<file path="config.mk">
export PLATFORM = sky130hd
export DESIGN_NAME = ss_scan_sched_flat
export DESIGN_NICKNAME = d
export VERILOG_FILES = /design/src/rtl/ss_scan_sched_if.sv /design/src/rtl/ss_scan_sched.sv /design/src/flat_wrapper.sv
export SDC_FILE = /design/constraint.sdc
export NUM_CORES = 1
export LEC_CHECK = 0
export CORE_ASPECT_RATIO = 2
export CORE_UTILIZATION = 50
export CTS_CLUSTER_DIAMETER = 40
export CTS_CLUSTER_SIZE = 24
export DETAILED_ROUTE_END_ITERATION = 10
export PLACE_DENSITY = 0.78
export SLEW_MARGIN = 10
export SYNTH_ARGS = -nofsm -noshare
export SYNTH_HDL_FRONTEND = slang
export SYNTH_SLANG_ARGS = --single-unit
</file>
<file path="constraint.sdc">
create_clock -name CLK100MHZ -period 5.3 [get_ports CLK100MHZ]
set_clock_uncertainty 0.15 [all_clocks]
set_input_delay 1.06 -clock CLK100MHZ [delete_from_list [all_inputs] [get_ports CLK100MHZ]]
set_output_delay 1.06 -clock CLK100MHZ [all_outputs]
set_load 0.05 [all_outputs]
</file>
<file path="src/rtl/ss_scan_sched_if.sv">
// Purpose: message-overlay request/acknowledge bundle between a message producer and ss_scan_sched.
// Latency: none, wires only.
// Backpressure: producer holds msg_req and msg_data stable until msg_ack pulses.
// Ports:
//   msg_req   producer -> scheduler, request pending
//   msg_data  producer -> scheduler, 8 nibbles, [3:0] = digit 0
//   msg_ack   scheduler -> producer, one-cycle capture pulse
interface ss_scan_sched_if;
    logic        msg_req;
    logic [31:0] msg_data;
    logic        msg_ack;

    modport master (
        output msg_req,
        output msg_data,
        input  msg_ack
    );

    modport slave (
        input  msg_req,
        input  msg_data,
        output msg_ack
    );
endinterface

</file>
<file path="src/rtl/ss_scan_sched.sv">
// Purpose: scan scheduler for the 8-digit seven-segment display with PWM, lz blanking and message overlay.
// Latency: sel/value/AN/src/frame_tick/msg_ack are registered, one cycle after the counters they reflect.
// Backpressure: msg_req waits for the next frame boundary; msg_ack pulses once per captured message.
// Ports:
//   CLK100MHZ  system clock            rst        synchronous reset, active-low
//   score_data live score, 8 BCD digits lz_blank   blank leading zeros of the score
//   msg        message req/data/ack    digit_en   per-digit enable mask
//   bright     PWM level, 0..15        sel/value  current digit index and nibble
//   AN         active-low anodes       src        1 = message shown
//   frame_tick one pulse per frame
module ss_scan_sched #(
    parameter int SUB_DIV     = 781,
    parameter int HOLD_FRAMES = 500
) (
    input  logic                CLK100MHZ,
    input  logic                rst,
    input  logic [31:0]         score_data,
    input  logic                lz_blank,
    ss_scan_sched_if.slave      msg,
    input  logic [7:0]          digit_en,
    input  logic [3:0]          bright,
    output logic [2:0]          sel,
    output logic [3:0]          value,
    output logic [7:0]          AN,
    output logic                src,
    output logic                frame_tick
);

    localparam int PRE_W  = (SUB_DIV > 1) ? $clog2(SUB_DIV) : 1;
    localparam int HOLD_W = (HOLD_FRAMES > 1) ? $clog2(HOLD_FRAMES) : 1;

    localparam logic [PRE_W-1:0]  PRE_LAST  = PRE_W'(SUB_DIV - 1);
    localparam logic [HOLD_W-1:0] HOLD_LOAD = HOLD_W'(HOLD_FRAMES - 1);

    typedef enum logic {
        ST_SCORE = 1'b0,
        ST_MSG   = 1'b1
    } state_t;

    // Everything the display side sees is launched from one register so the
    // digit index, nibble and anode pattern can never disagree.
    typedef struct packed {
        logic [2:0] sel;
        logic [3:0] value;
        logic [7:0] an;
        logic       src;
        logic       tick;
        logic       ack;
    } disp_t;

    localparam disp_t DISP_RST = '{sel: 3'd0, value: 4'd0, an: 8'hFF,
                                   src: 1'b0, tick: 1'b0, ack: 1'b0};

    // ------------------------------------------------------------------
    // Scan counters: pre (clock divider) -> sub (PWM slot) -> dig (digit)
    // ------------------------------------------------------------------
    logic [PRE_W-1:0] pre;
    logic [3:0]       sub;
    logic [2:0]       dig;
    logic             first_q;   // first cycle after reset counts as a frame boundary

    logic pre_wrap;
    logic sub_wrap;
    logic boundary;

    assign pre_wrap = (pre == PRE_LAST);
    assign sub_wrap = pre_wrap && (sub == 4'hF);
    assign boundary = first_q || (sub_wrap && (dig == 3'd7));

    always_ff @(posedge CLK100MHZ) begin
        if (!rst) begin
            pre     <= '0;
            sub     <= 4'd0;
            dig     <= 3'd0;
            first_q <= 1'b1;
        end else begin
            first_q <= 1'b0;
            pre     <= pre_wrap ? '0 : pre + PRE_W'(1);
            if (pre_wrap) begin
                sub <= sub + 4'd1;
            end
            if (sub_wrap) begin
                dig <= dig + 3'd1;
            end
        end
    end

    // ------------------------------------------------------------------
    // Score shadow: only refreshed at frame boundaries so a frame never
    // mixes digits from two different score values.
    // ------------------------------------------------------------------
    logic [31:0] score_sh;

    always_ff @(posedge CLK100MHZ) begin
        if (!rst) begin
            score_sh <= 32'd0;
        end else if (boundary) begin
            score_sh <= score_data;
        end
    end

    // ------------------------------------------------------------------
    // Overlay FSM
    // ------------------------------------------------------------------
    state_t            state;
    state_t            state_nxt;
    logic [HOLD_W-1:0] hold;
    logic [HOLD_W-1:0] hold_nxt;
    logic [31:0]       msg_sh;
    logic              take;

    // A request is only ever taken at a boundary, in either state; in MSG
    // this is a preempt that replaces the message and restarts the hold.
    assign take = boundary && msg.msg_req;

    always_ff @(posedge CLK100MHZ) begin
        if (!rst) begin
            state  <= ST_SCORE;
            hold   <= '0;
            msg_sh <= 32'd0;
        end else begin
            state <= state_nxt;
            hold  <= hold_nxt;
            if (take) begin
                msg_sh <= msg.msg_data;
            end
        end
    end

    always_comb begin
        state_nxt = state;
        hold_nxt  = hold;
        case (state)
            ST_SCORE: begin
                if (take) begin
                    state_nxt = ST_MSG;
                    hold_nxt  = HOLD_LOAD;
                end
            end
            ST_MSG: begin
                if (take) begin
                    hold_nxt = HOLD_LOAD;
                end else if (boundary) begin
                    // hold counts the frames still owed after the current one
                    if (hold == '0) begin
                        state_nxt = ST_SCORE;
                    end else begin
                        hold_nxt = hold - HOLD_W'(1);
                    end
                end
            end
            default: begin
                state_nxt = ST_SCORE;
                hold_nxt  = '0;
            end
        endcase
    end

    // ------------------------------------------------------------------
    // Digit content, blanking and PWM gate
    // ------------------------------------------------------------------
    logic [31:0] shown;
    logic [7:0]  upper_zero;   // bit n: nibbles n..7 of the score shadow are all zero
    logic        blank;
    logic        lit;
    disp_t       disp_nxt;
    disp_t       disp_q;

    always_comb begin
        upper_zero    = 8'd0;
        upper_zero[7] = (score_sh[31:28] == 4'h0);
        for (int n = 6; n >= 0; n--) begin
            upper_zero[n] = upper_zero[n+1] && (score_sh[4*n +: 4] == 4'h0);
        end
    end

    always_comb begin
        shown = (state == ST_MSG) ? msg_sh : score_sh;

        // digit 0 is never blanked so a zero score still shows "0"
        blank = (state == ST_SCORE) && lz_blank && (dig != 3'd0) && upper_zero[dig];

        // bright=N lights sub-slots 0..N, giving (N+1)/16 duty
        lit = (sub <= bright) && digit_en[dig] && !blank;

        disp_nxt       = DISP_RST;
        disp_nxt.sel   = dig;
        disp_nxt.value = shown[{dig, 2'b00} +: 4];
        disp_nxt.an    = lit ? ~(8'h01 << dig) : 8'hFF;
        disp_nxt.src   = (state == ST_MSG);
        disp_nxt.tick  = boundary;
        disp_nxt.ack   = take;
    end

    always_ff @(posedge CLK100MHZ) begin
        if (!rst) begin
            disp_q <= DISP_RST;
        end else begin
            disp_q <= disp_nxt;
        end
    end

    assign sel         = disp_q.sel;
    assign value       = disp_q.value;
    assign AN          = disp_q.an;
    assign src         = disp_q.src;
    assign frame_tick  = disp_q.tick;
    assign msg.msg_ack = disp_q.ack;

endmodule

</file>
<file path="src/flat_wrapper.sv">
// flat-port wrapper written by rule: the top's interface ports become plain ports
module ss_scan_sched_flat 
#(
    parameter int SUB_DIV     = 781,
    parameter int HOLD_FRAMES = 500
)
  (CLK100MHZ, rst, score_data, lz_blank, digit_en, bright, sel, value, AN, src, frame_tick, msg_msg_req, msg_msg_data, msg_msg_ack);
  ss_scan_sched_if msg_i ();
  input  logic CLK100MHZ;
  input  logic rst;
  input  logic [31:0] score_data;
  input  logic lz_blank;
  input  logic [7:0] digit_en;
  input  logic [3:0] bright;
  output logic [2:0] sel;
  output logic [3:0] value;
  output logic [7:0] AN;
  output logic src;
  output logic frame_tick;
  input wire logic [$bits(msg_i.msg_req)-1:0] msg_msg_req;
  input wire logic [$bits(msg_i.msg_data)-1:0] msg_msg_data;
  output wire logic [$bits(msg_i.msg_ack)-1:0] msg_msg_ack;
  assign msg_i.msg_req = msg_msg_req;
  assign msg_i.msg_data = msg_msg_data;
  assign msg_msg_ack = msg_i.msg_ack;
  ss_scan_sched #(.SUB_DIV(SUB_DIV), .HOLD_FRAMES(HOLD_FRAMES)) u_core (.CLK100MHZ(CLK100MHZ), .rst(rst), .score_data(score_data), .lz_blank(lz_blank), .msg(msg_i), .digit_en(digit_en), .bright(bright), .sel(sel), .value(value), .AN(AN), .src(src), .frame_tick(frame_tick));
endmodule
</file>
=== Yosys cells after proc, flatten, opt, wreduce, memory -nomap -nowiden ===
Cells that the tools add are included.

* Flip-flop bits (word level): 110
* Output and inout bits: 18
* Memories kept: 0
* Bits in writable memories: 0
* Latch bits: 0
* Bits in read-only memories: 0
* Input bits: 80
* Logic and storage cells: 77

* $lt $le $gt $ge: 2
* Divide/modulo/power cells: 0
* Multiply operators: 0
* Bitwise logic cells: 3
* $add $sub $neg: 4
* Muxes and demuxes: 16
* Eq/ne operators: 6
* Shift-type cells: 2
* Reductions and logical operators: 30

{| class="wikitable"
|+ Operators by type and width
! cell !! count
|-
| 9-bit two-way mux || 4
|-
| 4-bit zero test || 8
|-
| 32-bit two-way mux || 1
|-
| 32-bit by 6-bit indexed part select with 4-bit output || 1
|-
| 9-bit one-hot mux with 2 select lines || 1
|-
| 1-bit logical AND || 15
|-
| 10-bit by 1-bit adder with 10-bit output (second input constant) || 1
|-
| 10-bit == test (second input constant) || 1
|-
| 9-bit zero test || 1
|-
| 9-bit by 1-bit subtractor with 9-bit output (second input constant) || 1
|-
| 8-bit NOT || 1
|-
| 1-bit by 3-bit << shifter with 8-bit output (first input constant) || 1
|-
| 1-bit two-way mux || 7
|-
| 1-bit binary-select mux with 3-bit select || 2
|-
| 4-bit by 1-bit adder with 4-bit output (second input constant) || 1
|-
| 4-bit == test (second input constant) || 1
|-
| 4-bit less-or-equal comparator || 1
|-
| 3-bit by 4-bit less-than comparator with 1-bit output (second input constant) || 1
|-
| 3-bit by 1-bit adder with 3-bit output (second input constant) || 1
|-
| 3-bit == test (second input constant) || 1
|-
| 3-bit by 2-bit inequality test with 1-bit output (second input constant) || 1
|-
| 3-bit inequality test (second input constant) || 1
|-
| 3-bit AND reduction || 1
|-
| 3-bit nonzero test || 1
|-
| other kinds (7) || 8
|}

=== Depth between registers and ports, before layout ===
Gate-level depths: netlist (run 1).

* Depth after elaboration: 14
* Depth in mapped cells: 10
* Gate-level depth less buffers: 7

=== Worst setup path before layout (run 1) ===
No wires, ideal clock.

* Kind: input to register
* Start point: input port lz_blank
* End point: register u_core.disp_q (netlist bit u_core.AN[3])
* Library setup time: 64 ps
* Setup slack: 2677 ps
* Arrival: 2409 ps
* Cell stages on the path: 5
* Path buffers: 0
* Data required time: 5086 ps
* Cells stage by stage: or4b_1 -> a2111o_1 -> a311o_1 -> o21bai_1 -> nand3_1

* Cells in the longest elaborated chain, start to end: 6

{| class="wikitable"
|+ Ends and longest elaborated chain
! element !! RTL line !! RTL
|-
| start: declaration || flat_wrapper.sv:12 || <nowiki>input logic lz_blank;</nowiki>
|-
| 1-bit logical AND (3 in a row) || ss_scan_sched.sv:181 || <nowiki>blank = (state == ST_SCORE) && lz_blank && (dig != 3'd0) && upper_zero[dig];</nowiki>
|-
| 1-bit zero test || ss_scan_sched.sv:184 || <nowiki>lit = (sub <= bright) && digit_en[dig] && !blank;</nowiki>
|-
| 1-bit logical AND || ss_scan_sched.sv:184 ||
|-
| 2-bit AND reduction (no source line) || -- ||
|-
| end signal: assignment || ss_scan_sched.sv:199 || <nowiki>disp_q <= disp_nxt;</nowiki>
|-
| end: declaration || ss_scan_sched.sv:167 || <nowiki>disp_t disp_q;</nowiki>
|}

Every way passes these cells.
A chain may end at the register's enable or synchronous reset.

=== Worst setup path after layout (run 1) ===
* Start point: register u_core.pre[0]
* End point: register u_core.msg_sh[24]

* Cells in the longest elaborated chain, start to end: 5

{| class="wikitable"
|+ Ends and longest elaborated chain
! element !! RTL line !! RTL
|-
| start: declaration || ss_scan_sched.sv:57 || <nowiki>logic [PRE_W-1:0] pre;</nowiki>
|-
| start signal: assignment || ss_scan_sched.sv:78 || <nowiki>pre <= pre_wrap ? '0 : pre + PRE_W'(1);</nowiki>
|-
| 10-bit == test || ss_scan_sched.sv:66 || <nowiki>assign pre_wrap = (pre == PRE_LAST);</nowiki>
|-
| 1-bit logical AND || ss_scan_sched.sv:67 || <nowiki>assign sub_wrap = pre_wrap && (sub == 4'hF);</nowiki>
|-
| 1-bit logical AND || ss_scan_sched.sv:68 || <nowiki>assign boundary = first_q || (sub_wrap && (dig == 3'd7));</nowiki>
|-
| 1-bit logical OR || ss_scan_sched.sv:68 ||
|-
| 1-bit logical AND || ss_scan_sched.sv:114 || <nowiki>assign take = boundary && msg.msg_req;</nowiki>
|-
| end signal: assignment || ss_scan_sched.sv:125 || <nowiki>msg_sh <= msg.msg_data;</nowiki>
|-
| end: declaration || ss_scan_sched.sv:109 || <nowiki>logic [31:0] msg_sh;</nowiki>
|}

Every way passes these cells.

==> results.sh, run 1 <==
export IMPL_status="complete, no violations"
export IMPL_cts_root_buf="sky130_fd_sc_hd__clkbuf_16"
export IMPL_cap_violations=0
export IMPL_vdd_drop_max_uv=195
export IMPL_starting_density_of_the_core_pct=51.4
export IMPL_worst_path_max_fanout=35
export IMPL_fp_row_count=51
export IMPL_first_pass_grt_wire_length_mm=19.6
export IMPL_grt_antenna_before_repair=0
export IMPL_hold_path_class="flip-flop to flip-flop"
export IMPL_placement_io_buffers=97
export IMPL_design_core_area_um2=9760
export IMPL_grt_overflow_total=0
export IMPL_maxClockFrequency_mhz=305
export IMPL_layout_cells_most_common_list="145 x sky130_fd_sc_hd__nand2_1, 110 x sky130_fd_sc_hd__dfxtp_1, 96 x sky130_fd_sc_hd__clkdlybuf4s50_1"
export IMPL_share_of_async_settable_or_async_resettable_flops_after_synthesis_pct=0
export IMPL_min_delay_startpoint="u_core.msg_sh[14]$_SDFFE_PN0P_"
export IMPL_ctsResizeCount=0
export IMPL_num_vias=4212
export IMPL_drtIter0Drc=231
export IMPL_fin_setup_tns_ps=0
export IMPL_finalWeightedCongestion=0.862
export IMPL_worst_r2r_path_depth=8
export IMPL_worstSkewPairLatency_ps=350
export IMPL_drt_first_pass_iters=5
export IMPL_cts_hold_buffers=0
export IMPL_max_slew_worst_pin_slew_ps=933
export IMPL_max_stage_delay_ps=540
export IMPL_route_detailed_vias_per_inst=5.52
export IMPL_io_pins=98
export IMPL_holdPathStages=2
export IMPL_worst_hold_path_endpoint="u_core.msg_sh[14]$_SDFFE_PN0P_"
export IMPL_synth_cell_area_um2=5020
export IMPL_endpoint_arrival_time_on_the_critical_path_ps=3400
export IMPL_standby_leakage_power_uw=0.00257
export IMPL_min_clock_period_post_route_ps=3280
export IMPL_clockBufferDepth=2
export IMPL_detail_route_antenna_nets=0
export IMPL_drc=0
export IMPL_critical_path_slowest_cell="sky130_fd_sc_hd__a31o_1"
export IMPL_layout_commonest_cell="sky130_fd_sc_hd__nand2_1"
export IMPL_final_net_count=720
export IMPL_first_global_vias=4098
export IMPL_finalWirelength_mm=12.1
export IMPL_maximum_number_of_pins_on_one_net_before_global_route_repair=74
export IMPL_hold_viol_final=0
export IMPL_clk_transition_reported_paths_ps=70
export IMPL_timing_max_slew_rel_slack_pct=37.7
export IMPL_final_core_util_pct=64.7
export IMPL_wl_cell_um=15.9
export IMPL_synth_ff_type="sky130_fd_sc_hd__dfxtp_1"
export IMPL_dpl_cell_area_um2=5980
export IMPL_drive_gt1_share_pct=7.29
export IMPL_gate_count_post_synth=548
export IMPL_summed_area_of_non_filler_cells_in_the_final_layout_um2=6320
export IMPL_post_cts_setup_buffer_count=0
export IMPL_start_kind="flip-flop"
export IMPL_rrSetupSlack_ps=2020
export IMPL_path_cells="inv_1 > ha_1 > nor4bb_1 > and3_1 > a31o_1 > buf_4 > nand2_4 > mux2i_1"
export IMPL_place_worst_setup_slack_ps=2010
export IMPL_flow_area_growth_from_synthesis_pct=25.9
export IMPL_die_area_um2=10500
export IMPL_dp_hpwl_mm=8.79
export IMPL_setup_repair_after_global_routing_missed_its_margin="no"
export IMPL_p_per_area_nw_per_um2=287
export IMPL_setup_slack_ps=2020
export IMPL_synth_edf_count=0
export IMPL_rr_endpoint="u_core.msg_sh[24]$_SDFFE_PN0P_"
export IMPL_tritoncts_clock_tree="yes"
export IMPL_postSynthRegisterBits=110
export IMPL_htree_levels=3
export IMPL_syn_area_per_cell_um2=9.16
export IMPL_numCtsBuffers=9
export IMPL_synthesis_nets=642
export IMPL_cts_sinks=110
export IMPL_die_h_um=144
export IMPL_setup_violations_final=0
export IMPL_insertedDiodeCount=0
export IMPL_yosys_warnings=0
export IMPL_worst_ep_required_time_ps=5420
export IMPL_final_period_utilization_pct=61.9
export IMPL_crit_type="flip-flop to flip-flop"
export IMPL_rr_startpoint="u_core.pre[0]$_SDFF_PP0_"
export IMPL_synth_yosys_seq_area_share_pct=43.9
export IMPL_die_w_um=72.9
export IMPL_setup_worst_path_end_class="flip-flop"
export IMPL_drv_slew=0
export IMPL_synth_cell_types=52
export IMPL_groute_usage_overall_pct=24.5
==> layer usage <==
| layer | track usage, % | vias up | share of wire, % |
|---|---|---|---|
| met2 | 43.4 | 137 | 55 |
| li1 | - | 2065 | - |
| met1 | 27.6 | 1976 | 38 |
| met5 | 0 | - | 0 |
| met4 | 13.9 | 0 | 4.0 |
| met3 | 3.30 | 34 | 3.4 |
==> critical path: cells and delay by family, from the launching register on <==
family          cells  cell delay (ps)
fa+ha+maj           1              130
mux                 1              320
simple gates        3             1170
flops               1              360
compound gates      1              540
buf+inv             2              470
==> cells by family (layout without fill, tap and decap cells) <==
kind of cell    count (synthesis)  in the layout  synth area share [%]
compound gates                 82             82                  9.97
xor+xnor                       11             11                  1.92
fa+ha+maj                      14             14                  3.49
buf+inv                        51            134                  5.31
flops                         110            110                  43.9
mux                            59             59                  16.3
simple gates                  221            221                  19.1
==> power breakdown <==
part	internal (uW)	switching (uW)
clock	391	302
sequential	863	30.7
combinational	116	108
==> sequential cells by signal, indices dropped and copies added, names as in the netlist <==
name and flops:
u_core.AN 8, u_core.dig 3, u_core.first_q 1, u_core.frame_tick 1, u_core.hold 9, u_core.msg.msg_ack 1, u_core.msg_sh 32, u_core.pre 10
u_core.score_sh 32, u_core.sel 3, u_core.src 1, u_core.state 1, u_core.sub 4, u_core.value 4
==> cell usage after synthesis (6+ instances only) <==
cell | n | area [um^2]
sky130_fd_sc_hd__mux4_2 | 17 | 383
sky130_fd_sc_hd__xor2_1 | 6 | 52.6
sky130_fd_sc_hd__nand4_1 | 13 | 81.3
sky130_fd_sc_hd__buf_6 | 6 | 67.6
sky130_fd_sc_hd__inv_1 | 13 | 48.8
sky130_fd_sc_hd__ha_1 | 14 | 175
sky130_fd_sc_hd__clkbuf_1 | 18 | 67.6
sky130_fd_sc_hd__buf_2 | 7 | 35.0
sky130_fd_sc_hd__nand2_1 | 145 | 544
sky130_fd_sc_hd__nor4_1 | 8 | 50.1
sky130_fd_sc_hd__nand3_1 | 8 | 40.0
sky130_fd_sc_hd__nor3_1 | 6 | 30.0
sky130_fd_sc_hd__nor2_1 | 23 | 86.3
sky130_fd_sc_hd__dfxtp_1 | 110 | 2200
sky130_fd_sc_hd__mux2i_1 | 41 | 410
sky130_fd_sc_hd__a21oi_1 | 49 | 245
==> final cells by class <==
cell class | count | area [um^2]
Multi-Input combinational cell | 387 | 2550
Tap cell | 132 | 165
Clock buffer | 11 | 253
Fill cell | 789 | 3440
Timing Repair Buffer | 102 | 1020
Inverter | 16 | 67.6
Clock inverter | 5 | 57.6
Sequential cell | 110 | 2200
==> stage by stage <==
step / hold slack (ps) / total power [uW] / cells
3_3_place_gp: 293 / 1130 / 746
3_5_place_dp: 301 / 1130 / 746
4_1_cts: 310 / 1810 / 762
2_1_floorplan: 283 / 1030 / 548
6_report: 305 / 1810 / 763
5_1_grt: 320 / 1870 / 763
==> worst max path at each step <==
| stage | start | endpoint | slack [ps] | cells past startpoint |
|---|---|---|---|---|
| after global routing | u_core.pre[1]$_SDFF_PP0_ | u_core.msg_sh[4]$_SDFFE_PN0P_ | 1740 | 8 |
| after detailed placement | bright[1] | u_core.AN[1]$_SDFF_PN1_ | 2010 | 7 |
| after global placement | lz_blank | u_core.AN[3]$_SDFF_PN1_ | 2100 | 6 |
| final | u_core.pre[0]$_SDFF_PP0_ | u_core.msg_sh[24]$_SDFFE_PN0P_ | 2020 | 8 |
| after floorplan | lz_blank | u_core.AN[3]$_SDFF_PN1_ | 2680 | 5 |
| after CTS | u_core.pre[0]$_SDFF_PP0_ | u_core.msg_sh[24]$_SDFFE_PN0P_ | 2080 | 8 |
(Power assumes the default switching activity.)
==> run 2: changes to the inputs <==
Settings changed: CORE_UTILIZATION 50 to 47, PLACE_DENSITY 0.78 to 0.76.
Clock period 5.3 ns to 3 ns, I/O delays scaled along.
==> results.sh, run 2 (same netlist as run 1, synthesis figures left out) <==
export IMPL_status="complete, no violations"
export IMPL_fin_setup_tns_ps=0
export IMPL_drv_slew=0
export IMPL_endpoint_arrival_time_on_the_critical_path_ps=2640
export IMPL_first_global_vias=4281
export IMPL_worst_path_max_fanout=35
export IMPL_worst_hold_path_endpoint="u_core.msg_sh[14]$_SDFFE_PN0P_"
export IMPL_start_kind="flip-flop"
export IMPL_maximum_number_of_pins_on_one_net_before_global_route_repair=74
export IMPL_clk_transition_reported_paths_ps=70
export IMPL_path_cells="inv_1 > ha_1 > nor4bb_1 > and3_1 > a31o_1 > nand2_4 > mux2i_1"
export IMPL_standby_leakage_power_uw=0.00258
export IMPL_drc=0
export IMPL_io_pins=98
export IMPL_die_h_um=148
export IMPL_worst_ep_required_time_ps=3060
export IMPL_p_per_area_nw_per_um2=500
export IMPL_final_period_utilization_pct=85.9
export IMPL_numCtsBuffers=9
export IMPL_final_net_count=725
export IMPL_cap_violations=0
export IMPL_worstSkewPairLatency_ps=350
export IMPL_critical_path_top_delay_family="simple AND/OR/NAND/NOR gates"
export IMPL_maxClockFrequency_mhz=388
export IMPL_max_stage_delay_ps=490
export IMPL_groute_usage_overall_pct=23.6
export IMPL_max_slew_worst_pin_slew_ps=717
export IMPL_grt_overflow_total=0
export IMPL_htree_levels=3
export IMPL_drtIter0Drc=259
export IMPL_layout_commonest_cell="sky130_fd_sc_hd__nand2_1"
export IMPL_reg_top3="u_core.msg_sh x32, u_core.score_sh x32, u_core.pre x10"
export IMPL_post_cts_setup_buffer_count=0
export IMPL_starting_density_of_the_core_pct=47.9
export IMPL_setup_worst_path_end_class="flip-flop"
export IMPL_cts_hold_buffers=0
export IMPL_cts_root_buf="sky130_fd_sc_hd__clkbuf_16"
export IMPL_setup_violations_final=0
export IMPL_min_clock_period_post_route_ps=2580
export IMPL_critical_path_slowest_cell="sky130_fd_sc_hd__and3_1"
export IMPL_setup_repair_after_global_routing_missed_its_margin="no"
export IMPL_summed_area_of_non_filler_cells_in_the_final_layout_um2=6330
export IMPL_finalWeightedCongestion=0.850
export IMPL_num_vias=4293
export IMPL_flow_area_growth_from_synthesis_pct=26.2
export IMPL_rr_endpoint="u_core.msg_sh[7]$_SDFFE_PN0P_"
export IMPL_crit_type="flip-flop to flip-flop"
export IMPL_first_pass_grt_wire_length_mm=19.8
export IMPL_rrSetupSlack_ps=420
export IMPL_timing_max_slew_rel_slack_pct=52.2
export IMPL_wl_cell_um=15.7
export IMPL_vdd_drop_max_uv=345
export IMPL_ctsResizeCount=0
export IMPL_detail_route_antenna_nets=0
export IMPL_dp_hpwl_mm=8.92
export IMPL_tritoncts_clock_tree="yes"
export IMPL_min_delay_startpoint="u_core.msg_sh[14]$_SDFFE_PN0P_"
export IMPL_die_w_um=75.1
export IMPL_rr_startpoint="u_core.pre[0]$_SDFF_PP0_"
export IMPL_hold_path_class="flip-flop to flip-flop"
export IMPL_worst_r2r_path_depth=7
export IMPL_finalWirelength_mm=12.2
export IMPL_post_layout_total_power_uw=3170
export IMPL_cts_sinks=110
export IMPL_design_core_area_um2=10500
export IMPL_final_fill_count=937
export IMPL_holdPathStages=2
export IMPL_drt_first_pass_iters=7
export IMPL_route_detailed_vias_per_inst=5.55
export IMPL_grt_antenna_before_repair=0
export IMPL_layout_cells_most_common_list="145 x sky130_fd_sc_hd__nand2_1, 110 x sky130_fd_sc_hd__dfxtp_1, 96 x sky130_fd_sc_hd__clkdlybuf4s50_1"
export IMPL_dpl_cell_area_um2=6030
export IMPL_hold_viol_final=0
export IMPL_insertedDiodeCount=0
export IMPL_drive_gt1_share_pct=8.02
export IMPL_placement_io_buffers=97
export IMPL_critical_path_buf_inv_count=1
export IMPL_fp_row_count=53
export IMPL_clockBufferDepth=2
export IMPL_die_area_um2=11100
[run 2: power breakdown]
| group | switching (uW) | internal [uW] |
|---|---|---|
| Clock | 543 | 648 |
| Sequential | 49.0 | 1520 |
| Combinational | 197 | 206 |
| Total | 789 | 2380 |
[run 2: layer usage]
metal / vias to the layer above / track usage [%] / part of all wire (%) / routed length, um
met5: - / 0 / 0 / 0
met4: 0 / 15.0 / 4.7 / 575
met3: 40 / 4.40 / 4.6 / 562
met2: 172 / 40.4 / 53 / 6410
met1: 2014 / 25.7 / 38 / 4600
li1: 2067 / - / - / -
[run 2: through the flow]
stage / hold WS [ps] / util, % / cells / setup slack [ps]
detailed placement: 304 / 57.6 / 757 / 228
finish: 309 / 60.5 / 773 / 423
floorplan: 283 / - / 548 / 837
global route: 341 / 60.5 / 773 / 266
CTS: 313 / 60.5 / 773 / 421
global placement: 294 / 57.6 / 757 / 253
[run 2: worst max path at each step]
stage | from | end | slack, ps | cells past startpoint
2_1_floorplan | lz_blank | u_core.AN[3]$_SDFF_PN1_ | 840 | 5
3_3_place_gp | lz_blank | u_core.AN[3]$_SDFF_PN1_ | 250 | 6
3_5_place_dp | lz_blank | u_core.AN[7]$_SDFF_PN1_ | 230 | 6
4_1_cts | u_core.pre[0]$_SDFF_PP0_ | u_core.msg_sh[7]$_SDFFE_PN0P_ | 420 | 7
5_1_grt | u_core.pre[0]$_SDFF_PP0_ | u_core.msg_sh[30]$_SDFFE_PN0P_ | 270 | 7
6_report | u_core.pre[0]$_SDFF_PP0_ | u_core.msg_sh[7]$_SDFFE_PN0P_ | 420 | 7
[run 2: area by class of cell]
type	count	area (um^2)	area share [%]
Clock buffer	9	225	3.56
Multi-Input combinational cell	387	2550	40.3
Inverter	16	67.6	1.07
Sequential cell	110	2200	34.8
Timing Repair Buffer	107	1040	16.4
Tap cell	137	171	2.71
Clock inverter	7	75.1	1.19
[run 2: tightest hold or removal path, delay by kind of cell, from the launching register on]
family        cells  cell delay, ps
flops             1             310
simple gates      1              50
mux               1              50
